--- src/rtl/aes_pkg.sv ---
// Shared AES definitions: byte/state types, the forward S-box table,
// the SubBytes controller state encoding and a lane-to-byte index helper.
package aes_pkg;

  typedef logic [7:0]   byte_t;
  // Byte k of a state occupies bits [8k:8k+7]; byte 0 is the most significant.
  typedef logic [0:127] state_t;

  typedef enum logic [1:0] {
    IDLE = 2'd0,
    RUN  = 2'd1,
    DONE = 2'd2
  } ctrl_state_e;

  // AES forward S-box, indexed by byte value (hi nibble selects the row).
  localparam byte_t AES_SBOX [0:255] = '{
    8'h63, 8'h7c, 8'h77, 8'h7b, 8'hf2, 8'h6b, 8'h6f, 8'hc5, 8'h30, 8'h01, 8'h67, 8'h2b, 8'hfe, 8'hd7, 8'hab, 8'h76,
    8'hca, 8'h82, 8'hc9, 8'h7d, 8'hfa, 8'h59, 8'h47, 8'hf0, 8'had, 8'hd4, 8'ha2, 8'haf, 8'h9c, 8'ha4, 8'h72, 8'hc0,
    8'hb7, 8'hfd, 8'h93, 8'h26, 8'h36, 8'h3f, 8'hf7, 8'hcc, 8'h34, 8'ha5, 8'he5, 8'hf1, 8'h71, 8'hd8, 8'h31, 8'h15,
    8'h04, 8'hc7, 8'h23, 8'hc3, 8'h18, 8'h96, 8'h05, 8'h9a, 8'h07, 8'h12, 8'h80, 8'he2, 8'heb, 8'h27, 8'hb2, 8'h75,
    8'h09, 8'h83, 8'h2c, 8'h1a, 8'h1b, 8'h6e, 8'h5a, 8'ha0, 8'h52, 8'h3b, 8'hd6, 8'hb3, 8'h29, 8'he3, 8'h2f, 8'h84,
    8'h53, 8'hd1, 8'h00, 8'hed, 8'h20, 8'hfc, 8'hb1, 8'h5b, 8'h6a, 8'hcb, 8'hbe, 8'h39, 8'h4a, 8'h4c, 8'h58, 8'hcf,
    8'hd0, 8'hef, 8'haa, 8'hfb, 8'h43, 8'h4d, 8'h33, 8'h85, 8'h45, 8'hf9, 8'h02, 8'h7f, 8'h50, 8'h3c, 8'h9f, 8'ha8,
    8'h51, 8'ha3, 8'h40, 8'h8f, 8'h92, 8'h9d, 8'h38, 8'hf5, 8'hbc, 8'hb6, 8'hda, 8'h21, 8'h10, 8'hff, 8'hf3, 8'hd2,
    8'hcd, 8'h0c, 8'h13, 8'hec, 8'h5f, 8'h97, 8'h44, 8'h17, 8'hc4, 8'ha7, 8'h7e, 8'h3d, 8'h64, 8'h5d, 8'h19, 8'h73,
    8'h60, 8'h81, 8'h4f, 8'hdc, 8'h22, 8'h2a, 8'h90, 8'h88, 8'h46, 8'hee, 8'hb8, 8'h14, 8'hde, 8'h5e, 8'h0b, 8'hdb,
    8'he0, 8'h32, 8'h3a, 8'h0a, 8'h49, 8'h06, 8'h24, 8'h5c, 8'hc2, 8'hd3, 8'hac, 8'h62, 8'h91, 8'h95, 8'he4, 8'h79,
    8'he7, 8'hc8, 8'h37, 8'h6d, 8'h8d, 8'hd5, 8'h4e, 8'ha9, 8'h6c, 8'h56, 8'hf4, 8'hea, 8'h65, 8'h7a, 8'hae, 8'h08,
    8'hba, 8'h78, 8'h25, 8'h2e, 8'h1c, 8'ha6, 8'hb4, 8'hc6, 8'he8, 8'hdd, 8'h74, 8'h1f, 8'h4b, 8'hbd, 8'h8b, 8'h8a,
    8'h70, 8'h3e, 8'hb5, 8'h66, 8'h48, 8'h03, 8'hf6, 8'h0e, 8'h61, 8'h35, 8'h57, 8'hb9, 8'h86, 8'hc1, 8'h1d, 8'h9e,
    8'he1, 8'hf8, 8'h98, 8'h11, 8'h69, 8'hd9, 8'h8e, 8'h94, 8'h9b, 8'h1e, 8'h87, 8'he9, 8'hce, 8'h55, 8'h28, 8'hdf,
    8'h8c, 8'ha1, 8'h89, 8'h0d, 8'hbf, 8'he6, 8'h42, 8'h68, 8'h41, 8'h99, 8'h2d, 8'h0f, 8'hb0, 8'h54, 8'hbb, 8'h16
  };

  // Byte position handled by a given lane on a given step.
  function automatic int lane_byte(input int step, input int lane, input int lanes);
    return step * lanes + lane;
  endfunction

endpackage

--- src/rtl/sbox_byte.sv ---
// Single combinational AES forward S-box lookup (8 -> 8).
module sbox_byte
  import aes_pkg::*;
(
  input  byte_t din,
  output byte_t dout
);

  assign dout = AES_SBOX[din];

endmodule

--- src/rtl/subbytes_seq_ctrl.sv ---
// Sequential AES SubBytes controller: accepts one 128-bit state, substitutes
// LANES bytes per cycle through shared S-boxes and hands the result downstream.
// S-box lane inputs are forced to zero outside RUN so they do not toggle.
module subbytes_seq_ctrl
  import aes_pkg::*;
#(
  parameter int LANES = 4
) (
  input  logic         clock,
  input  logic         reset,
  input  logic         in_valid,
  output logic         in_ready,
  input  logic [0:127] block_in,
  output logic         out_valid,
  input  logic         out_ready,
  output logic [0:127] block_out,
  output logic         busy,
  output logic         sbox_en
);

  localparam int STEPS = 16 / LANES;
  localparam int IDX_W = (STEPS > 1) ? $clog2(STEPS) : 1;

  // Only divisors of 16 give an integral number of steps per block.
  if (LANES != 1 && LANES != 2 && LANES != 4 && LANES != 8 && LANES != 16) begin : g_bad_lanes
    $error("subbytes_seq_ctrl: LANES must be 1, 2, 4, 8 or 16");
  end

  ctrl_state_e      state;
  logic [IDX_W-1:0] idx;
  state_t           state_reg;
  state_t           state_upd;
  byte_t            lane_in  [LANES];
  byte_t            lane_out [LANES];
  logic             last_step;

  assign last_step = (idx == IDX_W'(STEPS - 1));

  // Accept in IDLE, or in DONE when the current result leaves this same cycle.
  assign in_ready = (state == IDLE) | ((state == DONE) & out_ready);

  // Isolated S-box lanes: each lane sees its byte of the current step only while enabled.
  for (genvar l = 0; l < LANES; l++) begin : g_lane
    assign lane_in[l] = sbox_en ? state_reg[8*lane_byte(int'(idx), l, LANES) +: 8] : 8'h00;

    sbox_byte u_sbox (
      .din  (lane_in[l]),
      .dout (lane_out[l])
    );
  end

  // Working state with this step's bytes replaced by their substitutes.
  always_comb begin
    // NOTE: default assignment first, so every path writes every bit and no latch is inferred.
    state_upd = state_reg;
    for (int l = 0; l < LANES; l++) begin
      state_upd[8*lane_byte(int'(idx), l, LANES) +: 8] = lane_out[l];
    end
  end

  // Controller FSM with step counter, working state and registered handshake outputs.
  always_ff @(posedge clock or posedge reset) begin
    if (reset) begin
      // NOTE: state_reg/block_out are plain flop banks, not a RAM, so resetting them is cheap and
      // guarantees a discarded block never leaks out after reset.
      state     <= IDLE;
      idx       <= '0;
      state_reg <= '0;
      block_out <= '0;
      out_valid <= 1'b0;
      busy      <= 1'b0;
      sbox_en   <= 1'b0;
    end else begin
      // NOTE: non-blocking assignments throughout, so every register samples pre-edge values.
      unique case (state)
        IDLE: begin
          if (in_valid) begin
            state_reg <= block_in;
            idx       <= '0;
            state     <= RUN;
            busy      <= 1'b1;
            sbox_en   <= 1'b1;
          end
        end
        RUN: begin
          state_reg <= state_upd;
          if (last_step) begin
            idx       <= '0;
            block_out <= state_upd;
            out_valid <= 1'b1;
            sbox_en   <= 1'b0;
            state     <= DONE;
          end else begin
            idx <= idx + 1'b1;
          end
        end
        DONE: begin
          if (out_ready) begin
            out_valid <= 1'b0;
            if (in_valid) begin
              state_reg <= block_in;
              idx       <= '0;
              sbox_en   <= 1'b1;
              state     <= RUN;
            end else begin
              busy  <= 1'b0;
              state <= IDLE;
            end
          end
        end
        default: begin
          state     <= IDLE;
          idx       <= '0;
          out_valid <= 1'b0;
          busy      <= 1'b0;
          sbox_en   <= 1'b0;
        end
      endcase
    end
  end

endmodule
--- config.mk ---
export PLATFORM = sky130hd
export DESIGN_NAME = subbytes_seq_ctrl
export DESIGN_NICKNAME = d
export VERILOG_FILES = /design/src/rtl/aes_pkg.sv /design/src/rtl/sbox_byte.sv /design/src/rtl/subbytes_seq_ctrl.sv
export SDC_FILE = /design/constraint.sdc
export NUM_CORES = 2
export LEC_CHECK = 0
export ABC_AREA = 1
export CORE_MARGIN = 1.5
export CORE_UTILIZATION = 50
export DETAILED_ROUTE_END_ITERATION = 6
export GPL_TIMING_DRIVEN = 1
export PLACE_DENSITY_LB_ADDON = 0.25
export SLEW_MARGIN = 20
export SYNTH_ARGS = -nofsm -noshare
export SYNTH_HDL_FRONTEND = slang
export SYNTH_SLANG_ARGS = --single-unit
--- constraint.sdc ---
create_clock -name clock -period 14.35 [get_ports clock]
set_input_delay 3.5875 -clock clock [delete_from_list [all_inputs] [get_ports clock]]
set_output_delay 3.5875 -clock clock [all_outputs]
set_load 0.01 [all_outputs]
# [Word level (Yosys, flattened, before mapping)]
# Memory sizes are Yosys's and may differ from the RTL's.
# Cells that the tools add are included.
# W data, S select, Z words.
[totals] mem_bits_ro=8192 output_inout_bits=132 elab_cells=101 mem_bits_rw=0 inputBits=132 ff_bits=263 latchBits=0 n_memories=4
[classes] n_shift=12 n_bitwise=12 reduce_logical=8 n_eq_ne=7 order_cmp=4 muxes=39 addsub=8 n_div=0 n_mul=0
[mem_list] memory="(name not given)" words=256 width=8 rd=1 rd_ports_with_merged_regs=0 write_ports=0 line_no="sbox_byte.sv:9" rtl="assign dout = AES_SBOX[din];"
[mem_list] memory="(name not given)" words=256 width=8 rd=1 rd_ports_with_merged_regs=0 write_ports=0 line_no="sbox_byte.sv:9"
[mem_list] memory="(name not given)" words=256 width=8 rd=1 rd_ports_with_merged_regs=0 write_ports=0 line_no="sbox_byte.sv:9"
[mem_list] memory="(name not given)" words=256 width=8 rd=1 rd_ports_with_merged_regs=0 write_ports=0 line_no="sbox_byte.sv:9"
[op_table] operator="$shift A129 B33 Y128 const A" n=4
[op_table] operator="$shiftx A128 B32 Y129" n=4
[op_table] operator="$shiftx A129 B33 Y128" n=4
[op_table] operator="$bwmux W128" n=4
[op_table] operator="$pmux W128 S3" n=1
[op_table] operator="$mux W128" n=2
[op_table] operator="$neg A32 Y33" n=4
[op_table] operator="$mux W8" n=12
[op_table] operator="$not A8 Y32" n=3
[op_table] operator="$ge A9 B9 Y1 const B" n=4
[op_table] operator="$not A8 Y9" n=4
[op_table] operator="$not A7 Y32" n=1
[op_table] operator="$mux W2" n=6
[op_table] operator="$pmux W2 S3" n=2
[op_table] operator="$add A4 B2 Y5 const B" n=2
[op_table] operator="$mux W1" n=9
[op_table] operator="$pmux W1 S3" n=3
[op_table] operator="$ne A2 B2 Y1 const B" n=4
[op_table] operator="$reduce_and A2 Y1" n=3
[op_table] operator="$reduce_and A3 Y1" n=2
[op_table] operator="$add A4 B1 Y5 const B" n=1
[op_table] operator="$eq A2 B2 Y1 const B" n=2
[op_table] operator="$reduce_and A4 Y1" n=1
[op_table] operator="$reduce_bool A3 Y1" n=1
[op_table] operator="other kinds (6)" n=7

# [Logic depth before layout (Yosys ltp)]
[depth] word_depth=13 mapped_depth=23 ltp_nobuf=21

# [Cells and area by module]
# A second synthesis with hierarchy kept.
[hier_totals] hier_cells=4832 area_unflattened_um2=26999.6
[by_module_without_submodules] module="subbytes_seq_ctrl" area_per_inst_um2=14697.8 seq_area_each_um2=6581.3 instances=1 cells_each=2284
[by_module_without_submodules] module="sbox_byte (g_lane[2].u_sbox ...)" area_per_inst_um2=3128.0 seq_area_each_um2=0.0 instances=2 cells_each=636
[by_module_without_submodules] module="sbox_byte (g_lane[0].u_sbox)" area_per_inst_um2=3047.9 seq_area_each_um2=0.0 instances=1 cells_each=641
[by_module_without_submodules] module="sbox_byte (g_lane[1].u_sbox)" area_per_inst_um2=2997.9 seq_area_each_um2=0.0 instances=1 cells_each=635

# [Least setup slack after synthesis]
# Ideal clock, no wire load.
[synth_path] kind="input port to output port" startpoint="input port out_ready" endpoint="output port in_ready" slack_ps=6951 cell_stages=2 n_path_buf=0 arrival_time_ps=3811 t_required_ps=10762 cell_sequence="inv_1 > a21oi_1"
[synth_between] elab_chain_cells=2
[synth_rtl] item="start, declared" line_no="subbytes_seq_ctrl.sv:15" rtl="input logic out_ready,"
[synth_rtl] item="$and A1 B1 Y1" line_no="subbytes_seq_ctrl.sv:40" rtl="assign in_ready = (state == IDLE) | ((state == DONE) & out_ready);"
[synth_rtl] item="$or A1 B1 Y1" line_no="subbytes_seq_ctrl.sv:40"
[synth_rtl] item="end, declared" line_no="subbytes_seq_ctrl.sv:12" rtl="output logic in_ready,"
# No other way between the ends.

# [Worst setup path after layout]
# Ends and elaborated chain as after synthesis.

==> flow_metrics.env <==
export IMPL_hold_worst_slack_ns=0.477
export IMPL_fin_ws_ns=6.00
export IMPL_rr_worst_depth=15
export IMPL_worstMarginPinSlew_ns=1.11
export IMPL_status="finished with violations"
export IMPL_ir_worst_vdd_mv=0.188
export IMPL_port_buffers=263
export IMPL_cts_buffer_depth=3
export IMPL_synthTopCellsByArea="nand2_1 25%, dfrtp_1 25%, nand3_1 23%, nor2_1 5.4%, nand4_1 3.3%"
export IMPL_synth_area_mm2=0.0262
export IMPL_synth_fa_ha_area_frac=0.0257
export IMPL_period_share=0.582
export IMPL_fillCellCount=5332
export IMPL_leakagePower_uw=0.0150
export IMPL_grt_pass1_vias=30800
export IMPL_use_met3=0.124
export IMPL_cts_tree="yes"
export IMPL_fin_crit_ns=8.35
export IMPL_synth_compound_area_frac=0.0503
export IMPL_yosys_warnings=0
export IMPL_syn_avg_cell_area_um2=5.73
export IMPL_synth_top_family_by_area="simple AND/OR/NAND/NOR gates"
export IMPL_cp_num_cells=4
export IMPL_min_from="block_out[46]"
export IMPL_hold_viol=0
export IMPL_slew_viol_final=0
export IMPL_areaGrowthSynthToFinish_pct=13.0
export IMPL_syn_num_nets=4765
export IMPL_wl_per_cell_um=23.8
export IMPL_path_buf_inv=3
export IMPL_globalplace_congestion=1.07
export IMPL_drive_gt1_frac=0.0451
export IMPL_final_nets=4795
export IMPL_yosys_area_top_type_share=0.254
export IMPL_slew_headroom=0.260
export IMPL_synth_xor_area_share=0
export IMPL_grt_pass1_wl_mm=189
export IMPL_utilization=0.575
export IMPL_hold_class="reg -> reg"
export IMPL_cp_max_fo=2
export IMPL_die_height_um=232
export IMPL_min_to="block_out[46]"
export IMPL_mostFrequentLayoutCells="1775 x nand2_1, 1213 x nand3_1, 375 x nor2_1"
export IMPL_wl_mm=127
export IMPL_violations="DRC"
export IMPL_endpoint_kind="primary output"
export IMPL_ctsHtreeMaxLevel=1
export IMPL_muxShareOfSynthArea=0
export IMPL_use_met1=0.627
export IMPL_crit_path_cell_trace="clkdlybuf4s50_1 > inv_1 > a21oi_1 > clkdlybuf4s50_1"
export IMPL_cpPeakStageDelay_ns=0.55
export IMPL_cts_buffers=30
export IMPL_postCtsHoldBufs=0
export IMPL_maxCapViolations=0
export IMPL_fin_skew_ns=0.0354
export IMPL_root_buffer="clkbuf_16"
export IMPL_vias=34600
export IMPL_grt_ovfl_total=0
export IMPL_crit_top_cell="clkdlybuf4s50_1"
export IMPL_pin_count=264
export IMPL_setup_violations=0
export IMPL_ant_nets=0
export IMPL_post_cts_buffers=0
export IMPL_synth_top_cell_by_area="nand2_1"
export IMPL_r2r_setup_slack_ns=8.82
export IMPL_coreArea_mm2=0.0516
export IMPL_fp_row_count=83
export IMPL_postSynthCellCount=4579
export IMPL_first_pass_iters=7
export IMPL_hpwl_mm=85.1
export IMPL_cp_top_family="buffers and inverters"
export IMPL_grt_max_degree=130
export IMPL_clk_pin_slew_ns=0.06
export IMPL_cts_num_sinks=263
export IMPL_die_area_mm2=0.0539
export IMPL_initial_utilization=0.509
export IMPL_ys_seq_area_frac=0.251
export IMPL_synth_simple_area_share=0.594
export IMPL_pwr_density_cell_mw_per_mm2=307
export IMPL_fmax_mhz=120
export IMPL_use_met2=0.657
export IMPL_place_ws_ns=6.01
export IMPL_die_w_um=232
export IMPL_reg2reg_to="state_reg[103]"
export IMPL_rsz0062_at_grt="no"
export IMPL_critical_path_required_ns=10.76
export IMPL_largest_reg_flops=130
export IMPL_viasPerCell=6.51
export IMPL_arrival_ns=4.76
export IMPL_synthDistinctLibCells=33
export IMPL_slowest_stage="clkdlybuf4s50_1"
export IMPL_drc=1
export IMPL_layout_cells_most_common="nand2_1"
export IMPL_antenna_found_initial=1
export IMPL_cp_start_kind="primary input"
export IMPL_clk_insertion_delay_late_ns=0.63
export IMPL_setup_tns_final_ns=0
export IMPL_ys_ff_latch=263
export IMPL_drtIter0Drc=6888
export IMPL_crit_type="in -> out"
export IMPL_hold_path_cell_count=2
export IMPL_grt_busiest_layer="met2"
export IMPL_r2r_start="idx[0]"
export IMPL_track_usage=0.454
export IMPL_ctsResizeCount=0
==> tightest hold or removal path, cell delays in order, from the launching register on <==
cell and delay, ns:
dfrtp_1 0.34, nand2_1 0.06, nand2_1 0.05
==> where the power goes <==
part           internal (uW)  leakage (uW)  switching (uW)
logic                   2000        0.0112            4940
clock network            415      0.000469             354
registers               1100       0.00329             294
==> kinds of logic after synthesis <==
| family | after synthesis |
|---|---|
| compound gates | 227 |
| fa+ha+maj | 54 |
| buf+inv | 457 |
| flops | 263 |
| simple gates | 3578 |
==> per-layer routing <==
metal	part of all wire	wire length (um)
met1	0.39	49200
met2	0.41	52500
met3	0.14	18300
met4	0.053	6670
met5	0.00045	57
==> worst max path at each step <==
stage,startpoint,to
6_report,out_ready,in_ready
3_3_place_gp,out_ready,in_ready
4_1_cts,out_ready,in_ready
3_5_place_dp,out_ready,in_ready
5_1_grt,out_ready,in_ready
2_1_floorplan,reset,block_out[0]
==> final cells by class <==
type                            count  area (um^2)  share of cell area
Antenna cell                        1         2.50           0.0000844
Inverter                          135          518              0.0175
Timing Repair Buffer              320         3060               0.103
Multi-Input combinational cell   3859        17700               0.596
Tap cell                          680          851              0.0287
Clock buffer                       43          850              0.0286
Sequential cell                   263         6590               0.222
Clock inverter                     13          109             0.00367
==> Yosys cell counts <==
cell	n
nand2_1	1776
nand3_1	1217
nor2_1	380
dfrtp_1	263
clkbuf_1	139
nand4_1	137
a21oi_1	116
inv_1	112
buf_2	111
ha_1	54
buf_4	38
o21ai_0	36
a221oi_1	32
nand2_2	25
buf_1	24
nand3_2	21
inv_2	18
o21ai_1	17
buf_6	10
o211ai_1	8
a22oi_1	7
nor2_2	7
nor2_4	7
clkinv_1	5
a21oi_2	4
a31oi_1	3
nand3b_1	3
or2_2	3
o22ai_1	2
a22o_1	1
nor2_8	1
nor3_1	1
o31ai_1	1
==> per-stage QoR <==
stage	std cells	instance area [um^2]	total power (uW)
4_1_cts	5313	29700	8750
3_5_place_dp	5257	28700	7960
6_report	5314	29700	9100
5_1_grt	5313	29700	9620
3_3_place_gp	5257	28700	7940
2_1_floorplan	4579	26200	5840
Note: power is estimated with default switching activity, not from simulation.
